==> src/rtl/alu_seq_pkg.sv <==
// Shared constants, state/decode types and helper functions for the ALU sequencer.
package alu_seq_pkg;

    localparam int N = 16;

    localparam logic [2:0] OPC_MOV = 3'b110;
    localparam logic [2:0] OPC_ALU = 3'b101;

    localparam logic [1:0] MOV_REG = 2'b00;
    localparam logic [1:0] MOV_IMM = 2'b10;

    localparam logic [1:0] ALU_ADD  = 2'b00;
    localparam logic [1:0] ALU_SUB  = 2'b01;
    localparam logic [1:0] ALU_AND  = 2'b10;
    localparam logic [1:0] ALU_NOTB = 2'b11;

    localparam logic [1:0] SH_NONE = 2'b00;
    localparam logic [1:0] SH_LSL1 = 2'b01;
    localparam logic [1:0] SH_LSR1 = 2'b10;
    localparam logic [1:0] SH_ASR1 = 2'b11;

    localparam int ST_Z = 0;
    localparam int ST_N = 1;
    localparam int ST_V = 2;

    typedef enum logic [2:0] {
        S_IDLE, S_GET_A, S_GET_B, S_EXEC, S_WRITE, S_WIMM
    } state_t;

    // Instruction class: selects the FSM path and the ALU opcode.
    typedef enum logic [2:0] {
        K_ALU, K_CMP, K_MOVR, K_MOVI, K_ILL
    } kind_t;

    // opc_op = instr[15:11]
    function automatic kind_t decode(input logic [4:0] opc_op);
        kind_t k;
        k = K_ILL;
        if (opc_op[4:2] == OPC_ALU) begin
            k = (opc_op[1:0] == ALU_SUB) ? K_CMP : K_ALU;
        end else if (opc_op[4:2] == OPC_MOV) begin
            if (opc_op[1:0] == MOV_REG) k = K_MOVR;
            else if (opc_op[1:0] == MOV_IMM) k = K_MOVI;
        end
        return k;
    endfunction

    function automatic logic [N-1:0] shift_op(input logic [N-1:0] v, input logic [1:0] sh);
        logic [N-1:0] r;
        case (sh)
            SH_LSL1: r = {v[N-2:0], 1'b0};
            SH_LSR1: r = {1'b0, v[N-1:1]};
            SH_ASR1: r = {v[N-1], v[N-1:1]};
            default: r = v;
        endcase
        return r;
    endfunction

endpackage

==> src/rtl/alu_sequencer_reg_file.sv <==
// 8x16 register file: one synchronous write port, operand and debug combinational reads.
module reg_file_8x16
    import alu_seq_pkg::*;
(
    input  logic         clk,
    input  logic         i_reset,
    input  logic         i_we,
    input  logic [2:0]   i_waddr,
    input  logic [N-1:0] i_wdata,
    input  logic [2:0]   i_raddr,
    output logic [N-1:0] o_rdata,
    input  logic [2:0]   i_dbg_addr,
    output logic [N-1:0] o_dbg_data
);

    logic [N-1:0] r_mem [8];

    // NOTE: this array is reset because a reset must visibly clear every register; a plain RAM would not be.
    always_ff @(posedge clk or posedge i_reset) begin
        if (i_reset) begin
            for (int i = 0; i < 8; i++) r_mem[i] <= '0;
        end else if (i_we) begin
            r_mem[i_waddr] <= i_wdata;
        end
    end

    assign o_rdata    = r_mem[i_raddr];
    assign o_dbg_data = r_mem[i_dbg_addr];

endmodule

==> src/rtl/alu_sequencer.sv <==
// Instruction sequencer: latches operands, drives the external ALU, writes back result or status.
module alu_sequencer
    import alu_seq_pkg::*;
(
    input  logic         clk,
    input  logic         reset,
    input  logic         start,
    input  logic [15:0]  instr,
    output logic         busy,
    output logic         done,
    output logic         illegal,
    output logic [N-1:0] alu_ain,
    output logic [N-1:0] alu_bin,
    output logic [1:0]   alu_op,
    input  logic [N-1:0] alu_c,
    input  logic [2:0]   alu_status,
    output logic [2:0]   status,
    input  logic [2:0]   dbg_addr,
    output logic [N-1:0] dbg_data
);

    state_t       r_state, w_next;
    kind_t        r_kind, w_kind;
    logic [12:0]  r_ir;
    logic [N-1:0] r_a, r_b, r_c;
    logic [2:0]   r_status;
    logic         r_done, r_illegal;

    logic         w_accept, w_fin, w_we;
    logic [2:0]   w_waddr, w_raddr, w_flags;
    logic [N-1:0] w_wdata, w_rdata;

    assign w_kind   = decode(instr[15:11]);
    assign w_accept = (r_state == S_IDLE) && start;
    assign w_flags  = {alu_status[ST_V], alu_status[ST_N], alu_status[ST_Z]};

    reg_file_8x16 u_rf (
        .clk        (clk),
        .i_reset    (reset),
        .i_we       (w_we),
        .i_waddr    (w_waddr),
        .i_wdata    (w_wdata),
        .i_raddr    (w_raddr),
        .o_rdata    (w_rdata),
        .i_dbg_addr (dbg_addr),
        .o_dbg_data (dbg_data)
    );

    always_ff @(posedge clk or posedge reset) begin
        if (reset) r_state <= S_IDLE;
        else       r_state <= w_next;
    end

    // NOTE: every signal assigned in a combinational block gets a default first, so no latch is inferred.
    always_comb begin
        w_next = r_state;
        case (r_state)
            S_IDLE: begin
                if (start) begin
                    case (w_kind)
                        K_ALU, K_CMP: w_next = S_GET_A;
                        K_MOVR:       w_next = S_GET_B;
                        K_MOVI:       w_next = S_WIMM;
                        default:      w_next = S_IDLE;
                    endcase
                end
            end
            S_GET_A: w_next = S_GET_B;
            S_GET_B: w_next = S_EXEC;
            S_EXEC:  w_next = (r_kind == K_CMP) ? S_IDLE : S_WRITE;
            default: w_next = S_IDLE;
        endcase
    end

    always_comb begin
        busy    = (r_state != S_IDLE);
        alu_op  = ALU_ADD;
        w_raddr = (r_state == S_GET_A) ? r_ir[10:8] : r_ir[2:0];
        w_we    = 1'b0;
        w_waddr = r_ir[7:5];
        w_wdata = r_c;
        w_fin   = 1'b0;
        case (r_state)
            S_EXEC: begin
                w_fin = (r_kind == K_CMP);
                if (r_kind == K_CMP) begin
                    alu_op = ALU_SUB;
                end else if (r_kind == K_ALU) begin
                    case (r_ir[12:11])
                        ALU_AND:  alu_op = ALU_AND;
                        ALU_NOTB: alu_op = ALU_NOTB;
                        default:  alu_op = ALU_ADD;
                    endcase
                end
            end
            S_WRITE: begin
                w_we  = 1'b1;
                w_fin = 1'b1;
            end
            S_WIMM: begin
                w_we    = 1'b1;
                w_waddr = r_ir[10:8];
                w_wdata = {{(N-8){r_ir[7]}}, r_ir[7:0]};
                w_fin   = 1'b1;
            end
            default: ;
        endcase
    end

    // NOTE: sequential state uses non-blocking assignments so every register samples pre-edge values.
    always_ff @(posedge clk or posedge reset) begin
        if (reset) begin
            r_ir      <= '0;
            r_kind    <= K_ILL;
            r_a       <= '0;
            r_b       <= '0;
            r_c       <= '0;
            r_status  <= '0;
            r_done    <= 1'b0;
            r_illegal <= 1'b0;
        end else begin
            r_done    <= w_fin || (w_accept && w_kind == K_ILL);
            r_illegal <= w_accept && w_kind == K_ILL;
            if (w_accept && w_kind != K_ILL) begin
                r_ir   <= instr[12:0];
                r_kind <= w_kind;
                if (w_kind == K_MOVR) r_a <= '0;
            end
            case (r_state)
                S_GET_A: r_a <= w_rdata;
                S_GET_B: r_b <= shift_op(w_rdata, r_ir[4:3]);
                S_EXEC: begin
                    r_c <= alu_c;
                    if (r_kind == K_CMP) r_status <= w_flags;
                end
                default: ;
            endcase
        end
    end

    assign done    = r_done;
    assign illegal = r_illegal;
    assign alu_ain = r_a;
    assign alu_bin = r_b;
    assign status  = r_status;

endmodule

==> config.mk <==
export PLATFORM = sky130hd
export DESIGN_NAME = alu_sequencer
export DESIGN_NICKNAME = d
export VERILOG_FILES = /design/src/rtl/alu_seq_pkg.sv /design/src/rtl/alu_sequencer_reg_file.sv /design/src/rtl/alu_sequencer.sv
export SDC_FILE = /design/constraint.sdc
export NUM_CORES = 1
export LEC_CHECK = 0
export CAP_MARGIN = 20
export CORE_MARGIN = 2
export CORE_UTILIZATION = 44
export DETAILED_ROUTE_END_ITERATION = 7
export HOLD_SLACK_MARGIN = 0.08
export PLACE_DENSITY = 0.63
export SETUP_SLACK_MARGIN = 0.02
export SYNTH_ARGS = -nofsm -noshare
export SYNTH_HDL_FRONTEND = slang
export SYNTH_SLANG_ARGS = --single-unit
==> constraint.sdc <==
create_clock -name clk -period 9.8 [get_ports clk]
set_input_delay 2.94 -clock clk [delete_from_list [all_inputs] [get_ports clk]]
set_output_delay 2.94 -clock clk [all_outputs]
set_load 0.1 [all_outputs]
=== Yosys cells after proc, flatten, opt, wreduce, memory -nomap -nowiden ===
Index checks and enable logic that the tools add are counted.

* Bits in registers: 200
* Input bits: 41
* Output and inout port bits: 56

* Magnitude comparators: 4
* Equal/unequal tests: 21
* Mux-type cells: 31
* Bitwise gates (word level): 3
* Reductions and logical operators: 16

{| class="wikitable"
|+ Operator list
! operator !! number
|-
| $mux W16 || 9
|-
| $bwmux W128 || 1
|-
| $bmux W16 S3 || 2
|-
| $demux W16 S3 || 1
|-
| $pmux W16 S3 || 1
|-
| $mux W3 || 8
|-
| $eq A3 B3 Y1 const B || 5
|-
| $eq A3 B2 Y1 const B || 4
|-
| $ge A4 B4 Y1 const B || 3
|-
| $not A3 Y4 || 3
|-
| $pmux W3 S4 || 1
|-
| $eq A2 B2 Y1 const B || 5
|-
| $eq A3 B1 Y1 const B || 3
|-
| $logic_not A3 Y1 || 3
|-
| $pmux W3 S3 || 1
|-
| $mux W2 || 3
|-
| $eq A2 B1 Y1 const B || 2
|-
| $logic_and A1 B1 Y1 || 4
|-
| $lt A4 B1 Y1 const B || 1
|-
| $pmux W2 S2 || 1
|-
| $reduce_and A2 Y1 || 2
|-
| $reduce_bool A2 Y1 || 2
|-
| $reduce_or A2 Y1 || 2
|-
| $ne A3 B3 Y1 const B || 1
|-
| 6 further kinds || 7
|}

=== Longest topological paths before layout ===
* Depth in word-level cells: 10
* Depth in mapped cells: 10

=== Cells and area by module ===
A second synthesis with hierarchy kept.

* Cell total of the unflattened synthesis: 713
* Area, all modules: 10537.6 um^2

{| class="wikitable"
|+ Modules (own cells, without submodules)
! module !! times used !! cells an instance !! area an instance (um^2) !! sequential area each (um^2)
|-
| reg_file_8x16 || 1 || 396 || 7043.0 || 3203.1
|-
| alu_sequencer || 1 || 317 || 3494.6 || 1803.0
|}

=== Worst setup path before layout ===
Ideal clock, no wire load.

* Path kind: input to output
* Start point: input port dbg_addr[0]
* End point: output port dbg_data[10]
* Arrival: 4844 ps
* Data required time: 6860 ps
* Path slack: 2016 ps
* Stages on the path: 5
* Buffers on the path: 3
* Cell sequence: clkbuf_1 -> buf_1 -> clkbuf_1 -> mux4_2 -> mux2_2

* Cells in the longest elaborated chain, start to end: 4

{| class="wikitable"
|+ Ends and longest elaborated chain
! what !! line !! source
|-
| start: declaration || alu_sequencer.sv:18 || <nowiki>input logic [2:0] dbg_addr,</nowiki>
|-
| $not A3 Y4 (implied by the code) || alu_sequencer_reg_file.sv:28 || <nowiki>assign o_dbg_data = r_mem[i_dbg_addr];</nowiki>
|-
| $bmux W16 S3 || alu_sequencer_reg_file.sv:28 ||
|-
| $mux W16 (implied by the code) (2 in series) || alu_sequencer_reg_file.sv:28 ||
|-
| end: declaration || alu_sequencer.sv:19 || <nowiki>output logic [N-1:0] dbg_data</nowiki>
|}

Every way passes these cells. The select of a mux whose other input is x is not followed.

=== Worst setup path in the final report ===
* Start point: input port dbg_addr[1]
* End point: output port dbg_data[13]

Same word-level chain as after synthesis.

==> results_dict.tcl <==
set metrics [dict create \
    yosysSeqAreaShare 0.466 \
    cts_hold_buf 0 \
    drc 0 \
    coreArea_sq_um 24200 \
    die_w_microns 160 \
    startpoint_type "input port" \
    drt_iter0_drc 772 \
    syn_area_sq_um 10800 \
    synth_nets 1057 \
    initial_core_util 0.445 \
    finalClockSkew_ns 0.0110 \
    synthSimpleGateAreaFrac 0.124 \
    hold_viol 0 \
    post-place-ws_ns 1.89 \
    status "finished, final reports clean" \
    synth_edf_count 0 \
    viasPerCell 5.91 \
    grt_pass1_wl_mm 48.3 \
    antenna_left 0 \
    wire_per_inst_microns 21.7 \
    critPathArrivalTime_ns 4.89 \
    dieHeight_microns 160 \
    cts_made_buffers 17 \
    fp-row-count 57 \
    synth_cell_types 55 \
    avgSynthCellArea_sq_um 10.6 \
    drive_gt1_frac 0.188 \
    synth_xor_area_frac 0 \
    ys_ff_latch 200 \
    antenna_found_initial 0 \
    area_growth_pct 17.1 \
    cts_setup_buffers 0 \
    setup_ws_ns 1.97 \
    clock_path_buffers 2 \
    wirelength_mm 30.7 \
    clk_pin_slew_ns 0.07 \
    post_cts_resized 0 \
    multi_input_area_sq_um 5400 \
    min_period_over_period 0.799 \
    dieArea_sq_um 25700 \
    seq_area_sq_um 5010 \
    synth_top_family_by_area "multiplexers" \
    min_path_cells 2 \
    max_freq_mhz 128 \
    synth_mux_area_frac 0.232 \
    ios 97 \
    fin_crit_ns 7.83 \
    root_buffer "clkbuf_16" \
    first_global_vias 8146 \
    grt_max_degree 123 \
    synthAdderAreaFrac 0 \
    gr-total-overflow 0 \
    hpwl_mm 19.9 \
    path_class "in2out" \
    setup_tns_ns 0 \
    synth-compound-area-share 0.143 \
    tritoncts "built" \
    num-fill-cells 2168 \
    grt_use_total 0.246 \
    maxCapViolCount 0 \
    numPortBuffers 96 \
    ys_async_sr_fraction 1.00 \
    place_congestion 0.830 \
    drv_slew 0 \
    yosysWarnings 0 \
    ir_drop_mv 0.271 \
    p_leak_nw 5.30 \
    rsz0062_at_grt "false" \
    ys.flop_type "dfrtp_1" \
    cp.required_ns 6.86 \
    nets 1118 \
    worst_slew_margin_rel 0.305 \
    p_per_area_nw_per_um2 401 \
    tightest_slew_ns 1.04 \
    vias 8349 \
    cts_htree_levels 4 \
    hold_path.class "reg2reg" \
    clk_latency_ns 0.44 \
    cts_sinks 200 \
    diodes 0 \
    finalSetupViolations 0 \
    syn_inst 1016 \
    cp_max_fo 32 \
    first_pass_iters 7 \
    end_kind "primary output" \
    ff2ff_path_depth 8 \
]
==> logic make-up after synthesis <==
logic type             count (synthesis)
AOI/OAI and AO/OA                    263
buffers and inverters                 96
muxes                                166
and+or+nand+nor                      291
DFF                                  200
==> cell usage after synthesis (3+ instances only) <==
library cell / instances / area [sq um]
a211oi_1: 25 / 188
a21o_1: 9 / 67.6
a21oi_1: 91 / 455
a22o_1: 8 / 70.1
a22oi_1: 3 / 22.5
a31oi_1: 4 / 25.0
and2_1: 5 / 31.3
and3_1: 3 / 18.8
buf_1: 9 / 33.8
buf_2: 9 / 45.0
clkbuf_1: 59 / 221
dfrtp_1: 199 / 4980
inv_1: 18 / 67.6
mux2_2: 58 / 653
mux2i_1: 47 / 470
mux4_2: 61 / 1370
nand2_1: 110 / 413
nand2b_1: 11 / 68.8
nand3_1: 8 / 40.0
nand3b_1: 3 / 22.5
nand4_1: 3 / 18.8
nor2_1: 96 / 360
nor2b_1: 12 / 75.1
nor3_1: 10 / 50.1
nor3b_1: 4 / 30.0
nor4_1: 10 / 62.6
nor4b_1: 4 / 35.0
o211ai_1: 5 / 37.5
o21ai_0: 94 / 470
o22a_1: 3 / 26.3
o22ai_1: 3 / 18.8
==> cell usage in the layout, fill, tap and decap left out, types with 11 or more instances in the layout <==
master           synthesis  final
mux2_2                  58     58
clkbuf_16                0     17
a21oi_1                 91     91
nand2_1                110    110
mux4_2                  61     61
nand2b_1                11     11
nor2_1                  96     93
mux2i_1                 47     47
inv_1                   18     17
nor2b_1                 12     12
a211oi_1                25     25
o21ai_0                 94     94
clkdlybuf4s50_1          0     78
buf_4                    0     36
dfrtp_1                199    199
==> routing by layer <==
layer / part of all wire / track usage
met1: 0.45 / 0.344
met3: 0.067 / 0.0529
met2: 0.46 / 0.383
met4: 0.026 / 0.0868
met5: 0 / 0
==> final timing paths <==
check	startpoint	endpoint	slack, ns
max in group asynchronous	reset	u_rf.r_mem[12]	5.57
worst max register to register	r_state[0]	alu_bin[1]	6.11
worst min-delay path	alu_ain[11]	alu_ain[11]	0.48
worst min register to register	alu_ain[11]	alu_ain[11]	0.48
worst max-delay path	dbg_addr[1]	dbg_data[13]	1.97
min in group asynchronous	reset	u_rf.r_mem[16]	3.06
==> power breakdown <==
| part | internal, mW | total [mW] | switching [mW] | leakage, nW |
|---|---|---|---|---|
| Sequential | 1.18 | 1.52 | 0.337 | 2.55 |
| Clock | 0.357 | 0.697 | 0.340 | 0.282 |
| Combinational | 1.01 | 2.83 | 1.82 | 2.47 |
==> through the flow <==
| step | util | instance area [sq um] | std cells | hold WS, ns | power, mW |
|---|---|---|---|---|---|
| 2_1_floorplan | - | 10800 | 1016 | 0.461 | 3.56 |
| 3_3_place_gp | 0.494 | 11900 | 1378 | 0.463 | 4.29 |
| 3_5_place_dp | 0.495 | 12000 | 1379 | 0.472 | 4.33 |
| 4_1_cts | 0.519 | 12500 | 1410 | 0.491 | 5.04 |
| 5_1_grt | 0.521 | 12600 | 1413 | 0.499 | 5.34 |
| 6_report | 0.521 | 12600 | 1413 | 0.482 | 5.05 |
==> area by class of cell <==
cell class	count	share of cell area
Multi-Input combinational cell	720	0.429
Sequential cell	200	0.398
Timing Repair Buffer	120	0.0906
Clock buffer	17	0.0338
Tap cell	324	0.0322
Clock inverter	14	0.0109
Inverter	18	0.00596
==> critical path: stages <==
cell and delay (ns):
buf_2 0.77, mux4_2 0.60, mux2_2 0.31, buf_4 0.24
==> flip-flops by register name, summed over array words and instances (netlist names) <==
register	flops
done	1
status	3
r_ir	13
alu_bin	16
r_kind	3
r_state	3
r_c	16
illegal	1
u_rf.r_mem	128
alu_ain	16
Power figures use the tool's default switching activity.
==> patch: new RTL, same settings <==
Register the input `instr` before use. The logic sees it one clock later. The other inputs are not delayed to match.
--- a/src/rtl/alu_sequencer.sv
+++ b/src/rtl/alu_sequencer.sv
@@ -21,2 +21,8 @@
 
+    logic [15:0] instr_q;
+
+    always_ff @(posedge clk) begin
+        instr_q <= instr;
+    end
+
     state_t       r_state, w_next;
@@ -32,3 +38,3 @@
 
-    assign w_kind   = decode(instr[15:11]);
+    assign w_kind   = decode(instr_q[15:11]);
     assign w_accept = (r_state == S_IDLE) && start;
@@ -124,3 +130,3 @@
             if (w_accept && w_kind != K_ILL) begin
-                r_ir   <= instr[12:0];
+                r_ir   <= instr_q[12:0];
                 r_kind <= w_kind;
Check against the original RTL: not equivalent (a bounded check fails within 4 cycles, from zero or initial values and one cycle with reset high).
==> patch against the unedited design <==
Cell count rose by 3.3%; sequential share of layout area decreased by 0.30 points; wire length rose by 8.7%; non-clock buffer count fell by 4; utilization up 1.2 points; area after synthesis rose by 5.9%; fmax shrank 1.6%; setup slack worse by 120 ps; sequential cell count up 16; final area up 7.2%; critical endpoint is now dbg_data[3].
Power is left out: the tool's default activity adds up to more than one toggle a clock period on the data nets, which glitch-free logic cannot reach.
==> patch: results (changes against the unedited design) <==
[metrics] result of the run: finished clean (unchanged)
[metrics] detailed-route wire length per cell: 22.9 µm (was 21.7 µm)
[metrics] first-pass GRT wire length: 51,800 µm (was 48,300 µm)
[metrics] routed length on met3: 2590 µm (was 2060 µm)
[metrics] synthesized instance count: 1,046 (was 1,016)
[metrics] NumNets Final: 1,152 (was 1,118)
[metrics] Final GP Congestion: 0.872 (was 0.830)
[metrics] Net Count, Synth: 1,087 (was 1,057)
[metrics] share of flip-flops with an asynchronous set or reset: 0.926 (was 1.00)
[metrics] Synth top cells by count: dfrtp_1, nand2_1, a21oi_1 (was dfrtp_1, nand2_1, nor2_1)
[metrics] post-detailed-placement cell area: 12,500 µm² (was 12,000 µm²)
[metrics] depth of the worst register-to-register path: 6 (was 8)
[metrics] delay contributed by the slowest stage of the critical path: 590 ps (was 770 ps)
[metrics] transition time of the tightest slew-check pin: 1160 ps (was 1040 ps)
[metrics] DR iter-0 viols: 861 (was 772)
[metrics] Min-Delay Path Depth: 1 (was 2)
[metrics] RR Endpoint: alu_bin[13] (was alu_bin[1])
[metrics] Critical path destination: dbg_data[3] (was dbg_data[13])
[metrics] filler instances: 2,252 (was 2,168)
[metrics] first drt pass iteration count: 5 (was 7)
[metrics] met3 Usage GRT: 0.0492 (was 0.0529)
[metrics] Clock Latency Late Sink: 530 ps (was 440 ps)
[metrics] routing usage on met1: 0.367 (was 0.344)
[metrics] number of cells in the finished layout apart from fillers: 1,459 (was 1,413)
[metrics] buffer levels on the longest clock path: 3 (was 2)
[metrics] min setup slack post-route: 1840 ps (was 1970 ps)
[metrics] largest net degree at the start of global routing: 136 (was 123)
[metrics] count of H-tree levels built during CTS: 1 (was 4)
[metrics] number of library cell types mapped by synthesis: 70 (was 55)
[metrics] largest clock skew in the final design: 19.9 ps (was 11.0 ps)
[metrics] hold path startpoint: instr_q[8] (was alu_ain[11])
[metrics] Final Hold Slack: 457 ps (was 482 ps)
[metrics] routed length on met1: 15,000 µm (was 13,800 µm)
[metrics] worst-case hold path end point: r_ir[8] (was alu_ain[11])
[metrics] crit path launch: dbg_addr[0] (was dbg_addr[1])
[metrics] top cells by area in the synthesized netlist: dfrtp_1, mux4_2, mux2i_1 (was dfrtp_1, mux4_2, mux2_2)
[metrics] Data arrival, critical path: 5020 ps (was 4890 ps)
==> patch: cell count changes after synthesis, sizes merged, moves of 8 or more <==
| cell | unedited run | this run |
|---|---|---|
| clkbuf | 59 | 39 |
| nand2 | 110 | 97 |
| mux2i | 47 | 84 |
| dfxtp | 0 | 16 |
| o22ai | 3 | 15 |
| o21ai | 96 | 80 |
| a211oi | 25 | 17 |
| nand2b | 11 | 3 |
| buf | 19 | 39 |
| mux4 | 61 | 53 |
==> patch: area by class of cell <==
type	instances	area, µm²	share of cell area
Clock inverter	16	265	0.0196
Inverter	11	48.8	0.00361
Sequential cell	216	5330	0.395
Tap cell	330	413	0.0306
Clock buffer	29	671	0.0497
Timing Repair Buffer	116	1080	0.0801
Multi-Input combinational cell	741	5690	0.422
==> patch: cell families after synthesis <==
kind of cell	Yosys count	synth area share
buf+inv	89	0.0356
mux	202	0.243
compound gates	276	0.148
flops	216	0.468
simple gates	263	0.106
